[src/rtl/exec_stage.sv]
// Execute stage: operand select, B pre-shift, 8-op ALU with a shift-add multiply,
// and registered C/status outputs behind a valid/ready handshake.
module exec_stage #(
  parameter int WIDTH = 16,
  parameter int IMM_W = 5
) (
  input  logic             clk,
  input  logic             rst_n,
  input  logic             in_valid,
  output logic             in_ready,
  input  logic [WIDTH-1:0] A,
  input  logic [WIDTH-1:0] B,
  input  logic [IMM_W-1:0] imm,
  input  logic             asel,
  input  logic             bsel,
  input  logic [1:0]       shift,
  input  logic [2:0]       aluop,
  input  logic             loadc,
  input  logic             loads,
  output logic [WIDTH-1:0] C,
  output logic [2:0]       status,
  output logic             out_valid,
  output logic             busy
);

  localparam int CW = $clog2(WIDTH + 1);

  typedef enum logic [0:0] {ST_IDLE = 1'b0, ST_MUL = 1'b1} state_t;

  state_t           state_r;
  logic [CW-1:0]    cnt_r;
  logic [WIDTH-1:0] mcand_r;
  logic [WIDTH-1:0] mplier_r;
  logic [WIDTH-1:0] acc_r;
  logic [WIDTH-1:0] c_r;
  logic [2:0]       status_r;
  logic             loadc_r;
  logic             loads_r;
  logic             out_valid_r;

  logic [WIDTH-1:0] ain_s;
  logic [WIDTH-1:0] bsh_s;
  logic [WIDTH-1:0] bin_s;
  logic [WIDTH-1:0] res_s;
  logic [WIDTH-1:0] acc_nxt_s;
  logic             v_s;
  logic             accept_s;

  // {V, N, Z} from a result and its overflow bit
  function automatic logic [2:0] calc_flags(input logic v, input logic [WIDTH-1:0] r);
    return {v, r[WIDTH-1], (r == {WIDTH{1'b0}})};
  endfunction

  assign in_ready  = (state_r == ST_IDLE);
  assign busy      = (state_r == ST_MUL);
  assign C         = c_r;
  assign status    = status_r;
  assign out_valid = out_valid_r;
  assign accept_s  = in_valid && (state_r == ST_IDLE);

  // Operand selection and B pre-shift
  always_comb begin
    ain_s = {WIDTH{1'b0}};
    bsh_s = B;
    bin_s = B;
    if (asel) begin
      ain_s = A;
    end else begin
      ain_s = {WIDTH{1'b0}};
    end
    case (shift)
      2'b00:   bsh_s = B;
      2'b01:   bsh_s = {B[WIDTH-2:0], 1'b0};
      2'b10:   bsh_s = {1'b0, B[WIDTH-1:1]};
      2'b11:   bsh_s = {B[WIDTH-1], B[WIDTH-1:1]};
      default: bsh_s = B;
    endcase
    if (bsel) begin
      bin_s = {{(WIDTH-IMM_W){1'b0}}, imm};
    end else begin
      bin_s = bsh_s;
    end
  end

  // Single-cycle ALU; MUL result comes from the iterative datapath instead
  always_comb begin
    res_s = {WIDTH{1'b0}};
    v_s   = 1'b0;
    case (aluop)
      3'b000: begin
        res_s = ain_s + bin_s;
        v_s   = (ain_s[WIDTH-1] == bin_s[WIDTH-1]) && (res_s[WIDTH-1] != ain_s[WIDTH-1]);
      end
      3'b001: begin
        res_s = ain_s - bin_s;
        v_s   = (ain_s[WIDTH-1] != bin_s[WIDTH-1]) && (res_s[WIDTH-1] != ain_s[WIDTH-1]);
      end
      3'b010:  res_s = ain_s & bin_s;
      3'b011:  res_s = ~bin_s;
      3'b100:  res_s = ain_s | bin_s;
      3'b101:  res_s = ain_s ^ bin_s;
      3'b110:  res_s = {WIDTH{1'b0}};
      3'b111:  res_s = bin_s;
      default: res_s = {WIDTH{1'b0}};
    endcase
  end

  // One shift-add step: add the shifted multiplicand when the multiplier LSB is set
  always_comb begin
    if (mplier_r[0]) begin
      acc_nxt_s = acc_r + mcand_r;
    end else begin
      acc_nxt_s = acc_r;
    end
  end

  // Handshake FSM, multiply iteration and result/status registers
  always_ff @(posedge clk or negedge rst_n) begin
    if (!rst_n) begin
      state_r     <= ST_IDLE;
      cnt_r       <= {CW{1'b0}};
      mcand_r     <= {WIDTH{1'b0}};
      mplier_r    <= {WIDTH{1'b0}};
      acc_r       <= {WIDTH{1'b0}};
      c_r         <= {WIDTH{1'b0}};
      status_r    <= 3'b000;
      loadc_r     <= 1'b0;
      loads_r     <= 1'b0;
      out_valid_r <= 1'b0;
    end else begin
      case (state_r)
        ST_IDLE: begin
          out_valid_r <= 1'b0;
          if (accept_s) begin
            if (aluop == 3'b110) begin
              state_r  <= ST_MUL;
              cnt_r    <= CW'(WIDTH);
              mcand_r  <= ain_s;
              mplier_r <= bin_s;
              acc_r    <= {WIDTH{1'b0}};
              loadc_r  <= loadc;
              loads_r  <= loads;
            end else begin
              out_valid_r <= 1'b1;
              if (loadc) c_r <= res_s;
              if (loads) status_r <= calc_flags(v_s, res_s);
            end
          end
        end
        ST_MUL: begin
          acc_r       <= acc_nxt_s;
          mcand_r     <= {mcand_r[WIDTH-2:0], 1'b0};
          mplier_r    <= {1'b0, mplier_r[WIDTH-1:1]};
          cnt_r       <= cnt_r - CW'(1);
          out_valid_r <= 1'b0;
          if (cnt_r == CW'(1)) begin
            state_r     <= ST_IDLE;
            out_valid_r <= 1'b1;
            if (loadc_r) c_r <= acc_nxt_s;
            if (loads_r) status_r <= calc_flags(1'b0, acc_nxt_s);
          end
        end
        default: begin
          state_r     <= ST_IDLE;
          out_valid_r <= 1'b0;
        end
      endcase
    end
  end

endmodule

[config.mk]
export PLATFORM = sky130hd
export DESIGN_NAME = exec_stage
export DESIGN_NICKNAME = d
export VERILOG_FILES = /design/src/rtl/exec_stage.sv
export SDC_FILE = /design/constraint.sdc
export NUM_CORES = 1
export LEC_CHECK = 0
export ABC_AREA = 1
export CAP_MARGIN = 20
export CORE_UTILIZATION = 35
export DETAILED_ROUTE_END_ITERATION = 7
export SETUP_SLACK_MARGIN = 0.2
export SLEW_MARGIN = 10
export SYNTH_ARGS = -nofsm -noshare
export SYNTH_HDL_FRONTEND = slang
export SYNTH_SLANG_ARGS = --single-unit
[constraint.sdc]
create_clock -name clk -period 2.9 [get_ports clk]
set_input_delay 0.725 -clock clk [delete_from_list [all_inputs] [get_ports clk]]
set_output_delay 0.725 -clock clk [all_outputs]
set_load 0.02 [all_outputs]
==> summary.txt, run 1 <==
Outcome
  – Status: finished with violations
  – Failing checks: setup timing

Worst hold path
  – Worst hold-check path type: in2async

Floorplanning
  – Core area: 21,800 µm²
  – Die Wd: 151 µm
  – Die H: ~150 µm
  – Initial core utilization: 0.357
  – I/O pin cnt: 71
  – Count of standard-cell rows: 54
  – Die Area: ~23,000 µm²

Place
  – Placed cell count: 1,775
  – GP Congestion: 0.908
  – Cell Area, Placed: 10,300 µm²
  – # port buffers: 70
  – Post-Place Setup Slack: -1.08 ns
  – Post-DP HPWL: 22,000 µm

Worst setup path
  – Type of the worst setup path: in2reg
  – Worst Setup EP: status[0]$_DFFE_PN0P_
  – Worst path top cell family by delay: simple AND/OR/NAND/NOR gates
  – CP Launch Type: input pin
  – Crit path cell chain: buf_12 > nor2_4 > buf_6 > buf_6 > nand2_2 > nand3_4 > buf_4 > ha_2 > inv_1 > nor2_1 > a21oi_1 > nand2_1 > nor2_1 > nand2_2 > nor2_1 > nand2_1 > nor2_2 > nand3_1 > nor2_1 > nand2_1 > nand2_1 > nand2_1 > nand2_1
  – Slowest cell on crit path: ha_2
  – Crit path from: shift[1]
  – Worst path depth: 23
  – Critical path endpoint category: register
  – Worst path bufs/invs: 5
  – Reg-to-reg slack, setup: approximately 0.26 ns
  – Reg2Reg Depth: 17
  – CP most frequent cell: nand2_1
  – CP peak stage delay: 0.31 ns
  – R2R Path End: status[0]$_DFFE_PN0P_
  – Worst Path Required: around 3.2 ns
  – Arrival time worst endpoint: approximately 3.2 ns
  – Reg-to-Reg Start: mcand_r[0]$_DFFE_PN0P_
  – Crit path max fanout: 7

Global routing
  – Tot GR Track Use: 0.258
  – Number of global-route vias before repair: around 8,900
  – Global-route wire length before repair: 45,200 µm
  – Initial antenna violation count: 0
  – Global route overflow: 0
  – Largest net degree at the start of global routing: 47

Timing
  – RSZ-0062 raised after global routing: true
  – Fmax: 0.341 GHz
  – PnR worst setup slack: -0.0291 ns
  – Final min period: 2.93 ns
  – Max Transition Viols Final: 0
  – Worst Clk Skew: about 0.009 ns
  – Worst slew margin: 0.589
  – Setup TNS: -0.0291 ns
  – Setup violators final: 1
  – Final Hold Viols: 0
  – Least-Margin Pin Slew: 0.616 ns
  – Fin crit share: 1.01

Synth
  – Synth Register Bits: 76
  – Leading area contributor after synthesis: dfrtp_1
  – Mean Syn Cell Area: 6.17 µm²
  – Synthesized net count: roughly 1,400
  – Seq/Total Area, Yosys: 0.244
  – Ranking of synthesized cells by area: dfrtp_1, nand2_1, ha_1, inv_1, nor2_1
  – Cell variety after synth: 44
  – Cell count after synthesis: ~1,300
  – Synth Flop Type: dfrtp_1
  – Synth Cell Area: a little under 8000 µm²
  – Yosys top cell area share: 0.244
  – Number of flops mapped to enable cells by yosys: 0
  – Post-synthesis async set-or-reset flop share: 1.00
  – Synth warnings: 0

Pwr
  – Worst vdd ir: 0.000369 V
  – Pint: approximately 4200 µW
  – Net Sw Frac: 0.480
  – Clock Power Share: 0.126
  – Net Sw Power: 3890 µW
  – Seq pwr share: 0.226
  – Power Density: 653 nW/µm²
  – Share of total power in combinational logic: 0.648
  – Pleak: 0.00613 µW

Layout
  – Non-Filler Instances: between 1,500 and 2,000
  – Post-route cell area: 12,400 µm²
  – Post-layout util: 0.569
  – Share of cells above drive strength 1: 0.381
  – Most frequent cells in the layout: nand2_1, buf_4, inv_1, nor2_1, dfrtp_1
  – Commonest non-fill, non-tap cell in the layout: nand2_1
  – N_diodes: 0
  – Synth-to-Final Area Change: 59.6%
  – # nets final: 1,679

Clock tree
  – CTS tree: yes
  – Clock Latency Late Sink: 0.34 ns
  – CTS Root Cell: clkbuf_16
  – # clock sinks: 76
  – CTS Hold Buffers Added: 0
  – CTS Buffer Depth: 2
  – H-tree depth: 3
  – TritonCTS Buffers: 9
  – Worst-path clk slew: around 0.060 ns

Detailed routing
  – DRT met1 WL: between 10,000 and 15,000 µm
  – First drt pass iteration count: 7
  – WL per Instance: 15.8 µm
  – Routed vias: 9,355
  – Vias/cell: a little over 5
  – Met2 routed WL: 14,100 µm
  – Total Routed Length: 29,100 µm
  – Max Used Layer: met4
  – DRT antenna net count: 0
  – 1st-iter DRT viols: 486
  – DRC Markers: 0
  – Met3 Routed Length: ~1200 µm

Flow run
  – Max Cap Viol: 0
repair_timing:
| item | in CTS | in global routing |
|---|---|---|
| resized for setup | 278 | 165 |
| cloned | 2 | 0 |
| endpoints found under the setup margin | 18 | 17 |
| buffers inserted | 30 | 18 |
| pin swaps | 123 | 93 |
| endpoints found under the hold margin | 0 | 0 |
flip-flops by register name, indices dropped and copies added (netlist names):
name,count
out_valid,1
acc_r,16
loads_r,1
C,16
loadc_r,1
status,3
mcand_r,16
busy,1
cnt_r,5
mplier_r,16
worst min-delay path by stage:
stage | depth (start not counted) | start | slack (ns) | end
finish | 1 | rst_n | 0.39 | C[0]$_DFFE_PN0P_
global route | 1 | rst_n | 0.42 | loadc_r$_DFFE_PN0P_
CTS | 1 | rst_n | 0.41 | loads_r$_DFFE_PN0P_
detailed placement | 1 | cnt_r[3]$_DFFE_PN0P_ | 0.47 | cnt_r[3]$_DFFE_PN0P_
global placement | 1 | cnt_r[3]$_DFFE_PN0P_ | 0.46 | cnt_r[3]$_DFFE_PN0P_
floorplan | 0 | rst_n | 0.43 | C[0]$_DFFE_PN0P_
cell families after synthesis:
kind of cell               after synthesis  synth area share
DFF                                     76             0.244
xor gates and xnor gates                 4           0.00450
AOI/OAI and AO/OA                      203             0.154
adders and majority gates               74             0.122
buffers and inverters                  227             0.113
and+or+nand+nor                        677             0.363
synthesized netlist by cell type, types with 4 or more instances:
master      n
nand2_1   376
nand3b_1    8
clkbuf_1   17
nand3_1   104
dfrtp_1    76
o21bai_1    8
o211ai_1    4
inv_2       8
a21oi_1    70
buf_2      14
xor2_1      4
o21ai_0    48
nor3_2      4
a22oi_1     4
nor2_2      4
ha_1       71
nor2_1    155
inv_1     182
a31oi_1    14
nor3_1      4
nand4_1     9
o221ai_1   15
o22ai_1    28
layout make-up:
| type | count | area [µm²] |
|---|---|---|
| multi-input cells | 959 | 6400 |
| fillers | 2025 | 9400 |
| flip-flops and latches | 76 | 1900 |
| well taps | 280 | 350 |
| clock inverters | 6 | 42.5 |
| inverters | 192 | 741 |
| repair buffers | 318 | 2760 |
| clock buffers | 9 | 225 |
power groups by stage:
stage / clock network [µW] / registers, µW / logic, µW
2_1_floorplan: 0 / 1920 / 2940
3_3_place_gp: 0 / 1830 / 4630
3_5_place_dp: 0 / 1850 / 4690
4_1_cts: 1050 / 1840 / 5000
5_1_grt: 1100 / 1890 / 5860
6_report: 1030 / 1830 / 5260
routing by layer:
metal	vias up	GRT usage
met5	-	0
met4	0	0.110
met3	53	0.0244
met2	252	0.442
met1	4370	0.331
li1	4680	-
through the flow:
step                      total power [µW]  hold WS [ns]
after floorplan                       4870         0.429
after global placement                6470         0.464
after detailed placement              6540         0.466
after CTS                             7890         0.408
after global routing                  8840         0.423
final                                 8120         0.388
Note: power is estimated with default switching activity, not from simulation.
==> run 2, diff against run 1 <==
CORE_MARGIN = 5   (was not set)
GPL_ROUTABILITY_DRIVEN = 0   (was not set)
==> summary.txt, run 2 (same netlist as run 1, synthesis figures left out) <==
Outcome
  – Status: finished with violations
  – Failing checks: setup timing

Worst setup path
  – Critical path endpoint category: register
  – CP Launch Type: input pin
  – Arrival time worst endpoint: 3.25 ns
  – Crit path max fanout: 6
  – Type of the worst setup path: in2reg
  – Worst Path Required: 3.18 ns

Timing
  – RSZ-0062 raised after global routing: true
  – Worst slew margin: 0.636
  – Fin crit share: 1.02
  – Setup TNS: -0.104 ns
  – Worst Clk Skew: 0.00680 ns
  – Max Transition Viols Final: 0
  – Least-Margin Pin Slew: 0.546 ns
  – Final min period: 2.97 ns
  – PnR worst setup slack: -0.0708 ns
  – Final Hold Viols: 0
  – Setup violators final: 2
  – Fmax: 0.337 GHz

Detailed routing
  – DRT antenna net count: 0
  – WL per Instance: 16.5 µm
  – 1st-iter DRT viols: 635
  – DRC Markers: 0
  – First drt pass iteration count: 7
  – Total Routed Length: 30,400 µm
  – Routed vias: roughly 9,600
  – Vias/cell: 5.19

Layout
  – Share of cells above drive strength 1: 0.349
  – Synth-to-Final Area Change: 57.3%
  – Fill cell count: 2,104
  – Most frequent cells in the layout: nand2_1, buf_4, inv_1, nor2_1, nand3_1
  – N_diodes: 0
  – Post-layout util: 0.559
  – Commonest non-fill, non-tap cell in the layout: nand2_1
  – # nets final: 1,686

Floorplanning
  – Die H: about 160 µm
  – Core area: 21,900 µm²
  – Initial core utilization: 0.356
  – I/O pin cnt: 71
  – Count of standard-cell rows: 54
  – Die Wd: roughly 160 µm
  – Die Area: 25,300 µm²

Global routing
  – Largest net degree at the start of global routing: 44
  – Tot GR Track Use: 0.227
  – Number of global-route vias before repair: approximately 9,200
  – Global route overflow: 0
  – Global-route wire length before repair: 47,500 µm
  – Initial antenna violation count: 0

Pwr
  – Net Sw Power: 3920 µW
  – Net Sw Frac: 0.481
  – Clock Power Share: 0.136
  – Share of total power in combinational logic: 0.640
  – Pleak: 0.00613 µW
  – Power Density: 665 nW/µm²
  – Seq pwr share: 0.224
  – Worst vdd ir: 0.000306 V
  – Pint: 4230 µW

Clock tree
  – CTS tree: yes
  – CTS Hold Buffers Added: 0
  – CTS Root Cell: clkbuf_16
  – CTS Buffer Depth: 2
  – H-tree depth: 3
  – Clock Latency Late Sink: roughly 0.34 ns
  – Worst-path clk slew: 0.07 ns
  – # clock sinks: 76
  – TritonCTS Buffers: 9

Place
  – # port buffers: 70
  – Post-DP HPWL: 22,700 µm

Flow run
  – Max Cap Viol: 0

Worst hold path
  – Worst hold-check path type: in2async
## run 2: changes by cell type in the layout (fill, tap and decap cells not counted), moves of 6 or more
cell / change
nor2_4: -6
a21oi_1: +6
nand2_1: +20
o21ai_2: -6
buf_6: -13
nor2_1: +6
buf_4: +16
nand3_1: +7
nand2_4: -8
nand3_2: -6
nand2_2: -14
## run 2: metal layers
metal / part of all wire / track usage
met3: 0.054 / 0.0230
met2: 0.47 / 0.383
met5: 0 / 0
met1: 0.43 / 0.299
met4: 0.045 / 0.0919
## run 2: area by class of cell
type	instances	area, µm²	share of cell area
multi-input cells	959	6160	0.503
clock buffers	10	239	0.0195
repair buffers	325	2800	0.229
inverters	192	734	0.0600
well taps	280	350	0.0286
clock inverters	6	53.8	0.00439
flip-flops and latches	76	1900	0.155
## run 2: repair_timing
| item | 4_1_cts | 5_1_grt |
|---|---|---|
| setup buffers | 35 | 15 |
| pin swaps | 117 | 54 |
| cloned | 2 | 0 |
| resized for setup | 298 | 70 |
| setup endpoints to repair | 18 | 28 |
## run 2: metrics by stage
stage	power, µW	hold slack (ns)	cells	cell area, µm²	worst slack (ns)
floorplan	4870	0.429	1261	7910	0.00737
global placement	6470	0.458	1780	10400	-0.998
detailed placement	6550	0.465	1780	10400	-1.04
CTS	8020	0.368	1833	11900	0.0700
global route	8840	0.382	1848	12200	-0.254
finish	8140	0.344	1848	12200	-0.0708
## run 2: worst paths after layout
check	slack, ns	end	cells after the start	from
min	0.34	loadc_r$_DFFE_PN0P_	1	rst_n
max in group asynchronous	1.96	acc_r[15]$_DFFE_PN0P_	2	rst_n
max	-0.07	status[0]$_DFFE_PN0P_	24	shift[1]
max reg2reg	0.28	status[0]$_DFFE_PN0P_	17	mcand_r[0]$_DFFE_PN0P_
min reg2reg	0.47	cnt_r[3]$_DFFE_PN0P_	1	cnt_r[3]$_DFFE_PN0P_
min in group clk	0.47	cnt_r[3]$_DFFE_PN0P_	1	cnt_r[3]$_DFFE_PN0P_
## run 2: power by group through the flow
| stage | combinational [µW] | sequential (µW) | clock (µW) |
|---|---|---|---|
| after floorplan | 2940 | 1920 | 0 |
| after global placement | 4640 | 1830 | 0 |
| after detailed placement | 4710 | 1840 | 0 |
| after CTS | 5070 | 1830 | 1120 |
| after global routing | 5790 | 1880 | 1170 |
| final | 5210 | 1830 | 1110 |
## run 2: critical path: stages
cell,delay [ns]
buf_12,0.12
buf_8,0.13
buf_12,0.13
a21oi_2,0.14
nand3_2,0.12
nand2_2,0.11
buf_4,0.12
inv_1,0.06
ha_4,0.19
nor2_4,0.14
nand2_4,0.08
a21oi_2,0.11
nor2_1,0.05
nor2_1,0.14
nand2_1,0.14
nor2_1,0.12
nand2_1,0.07
nor2_2,0.12
nand3_2,0.09
nor2_1,0.11
nand2_1,0.06
nand2_1,0.06
nand2_1,0.05
nand2_1,0.05
==> run 3, diff against run 2 <==
SKIP_CTS_REPAIR_TIMING = 1   (was not set)
==> summary.txt, run 3 (same netlist as run 1, synthesis figures left out) <==
Detailed routing
  – 1st-iter DRT viols: roughly 720
  – First drt pass iteration count: 5
  – Vias/cell: a little over 5
  – Routed vias: 9,483
  – DRC Markers: 0
  – Total Routed Length: 30,500 µm
  – WL per Instance: 16.7 µm
  – DRT antenna net count: 0

Worst setup path
  – Critical path endpoint category: register
  – Reg2Reg Depth: 17
  – CP Launch Type: input pin
  – Arrival time worst endpoint: 3.19 ns
  – Worst Path Required: around 3.2 ns
  – Crit path max fanout: 6
  – Type of the worst setup path: in2reg

Timing
  – PnR worst setup slack: -0.0111 ns
  – Setup TNS: -0.0111 ns
  – Fin crit share: 1.00
  – RSZ-0062 raised after global routing: true
  – Hold slack: 0.341 ns
  – Fmax: 0.344 GHz
  – Final min period: 2.91 ns
  – Setup violators final: 1
  – Worst Clk Skew: 0.00656 ns
  – Least-Margin Pin Slew: approximately 0.55 ns
  – Worst slew margin: 0.635
  – Final Hold Viols: 0
  – Max Transition Viols Final: 0

Clock tree
  – # clock sinks: 76
  – TritonCTS Buffers: 9
  – CTS tree: yes
  – CTS Buffer Depth: 2
  – Worst-path clk slew: 0.07 ns
  – H-tree depth: 3
  – CTS Root Cell: clkbuf_16
  – Clock Latency Late Sink: 0.34 ns

Global routing
  – Tot GR Track Use: 0.212
  – Global-route wire length before repair: 44,300 µm
  – Initial antenna violation count: 0
  – Number of global-route vias before repair: around 8,600
  – Largest net degree at the start of global routing: 44
  – Global route overflow: 0

Floorplanning
  – Die Area: 25,300 µm²
  – Initial core utilization: 0.356
  – Die Wd: 159 µm
  – Die H: 159 µm
  – Count of standard-cell rows: 54
  – Core area: roughly 22,000 µm²
  – I/O pin cnt: 71

Layout
  – Share of cells above drive strength 1: 0.368
  – # nets final: about 1,700
  – Synth-to-Final Area Change: 59.5%
  – Commonest non-fill, non-tap cell in the layout: nand2_1
  – N_diodes: 0
  – Most frequent cells in the layout: nand2_1, buf_4, inv_1, nor2_1, dfrtp_1
  – Post-layout util: 0.567

Pwr
  – Net Sw Frac: 0.485
  – Pint: 4270 µW
  – Pleak: 0.00622 µW
  – Share of total power in combinational logic: 0.646
  – Worst vdd ir: approximately 0.00031 V
  – Clock Power Share: 0.134
  – Net Sw Power: 4020 µW
  – Seq pwr share: 0.220
  – Power Density: 668 nW/µm²

Flow run
  – Max Cap Viol: 0

Outcome
  – Status: finished with violations
  – Failing checks: setup timing

Place
  – Post-DP HPWL: 22,700 µm
  – # port buffers: 70
  – Post-Place Setup Slack: -1.04 ns

Worst hold path
  – Worst hold-check path type: in2async
## run 3: cell count changes in the layout (fill, tap and decap cells not counted), moves of 9 or more
| cell | previous run | this run |
|---|---|---|
| buf_4 | 229 | 209 |
| dlygate4sd2_1 | 11 | 0 |
| dlymetal6s2s_1 | 0 | 18 |
| inv_1 | 147 | 138 |
| nand2_1 | 306 | 292 |
| nand2_4 | 12 | 24 |
## run 3: power by group through the flow
stage,Clock [µW],Combinational [µW],Sequential [µW]
after global routing,1170,5940,1880
final,1110,5360,1830
after floorplan,0,2940,1920
after detailed placement,0,4710,1840
after global placement,0,4640,1830
after CTS,1120,4730,1830
## run 3: area by class of cell
class | count | area (µm²)
repair buffers | 303 | 2680
clock buffers | 10 | 239
fillers | 2061 | 9470
well taps | 280 | 350
clock inverters | 6 | 53.8
flip-flops and latches | 76 | 1900
inverters | 192 | 747
multi-input cells | 959 | 6450
## run 3: metal layers
metal  global-route usage  share of wire  up-vias
li1                     -              -     4643
met3               0.0205          0.049       61
met5                    0              0        -
met1                0.291           0.43     4482
met2                0.348           0.48      297
met4               0.0779          0.034        0
## run 3: metrics by stage
step	instance area (µm²)	std cells	power, µW
4_1_cts	10600	1796	7680
2_1_floorplan	7910	1261	4870
3_3_place_gp	10400	1780	6470
5_1_grt	12400	1826	8990
3_5_place_dp	10400	1780	6550
6_report	12400	1826	8300
## run 3: final timing paths
check | from | endpoint | slack [ns]
min | rst_n | loadc_r$_DFFE_PN0P_ | 0.34
max reg2reg | mcand_r[0]$_DFFE_PN0P_ | status[0]$_DFFE_PN0P_ | 0.29
min in group clk | cnt_r[3]$_DFFE_PN0P_ | cnt_r[3]$_DFFE_PN0P_ | 0.47
max | shift[1] | status[0]$_DFFE_PN0P_ | -0.01
max in group asynchronous | rst_n | acc_r[15]$_DFFE_PN0P_ | 1.96
min reg2reg | cnt_r[3]$_DFFE_PN0P_ | cnt_r[3]$_DFFE_PN0P_ | 0.47
## run 3: worst max-delay path, cell delays in order
cell and delay (ns):
buf_12 0.12, buf_8 0.13, a21oi_4 0.11, nand2_2 0.08
nand2_4 0.08, inv_4 0.05, ha_4 0.15, fa_2 0.35
inv_2 0.08, nand2_4 0.06, nand2_4 0.10, nand3_2 0.06
nand2_1 0.06, nor2_1 0.04, nor2_1 0.13, nand2_2 0.12
nor2_2 0.12, nand2_1 0.07, nor2_2 0.14, nand3_2 0.09
nor2_1 0.10, nand2_1 0.06, nand2_1 0.06, nand2_1 0.05
nand2_1 0.05
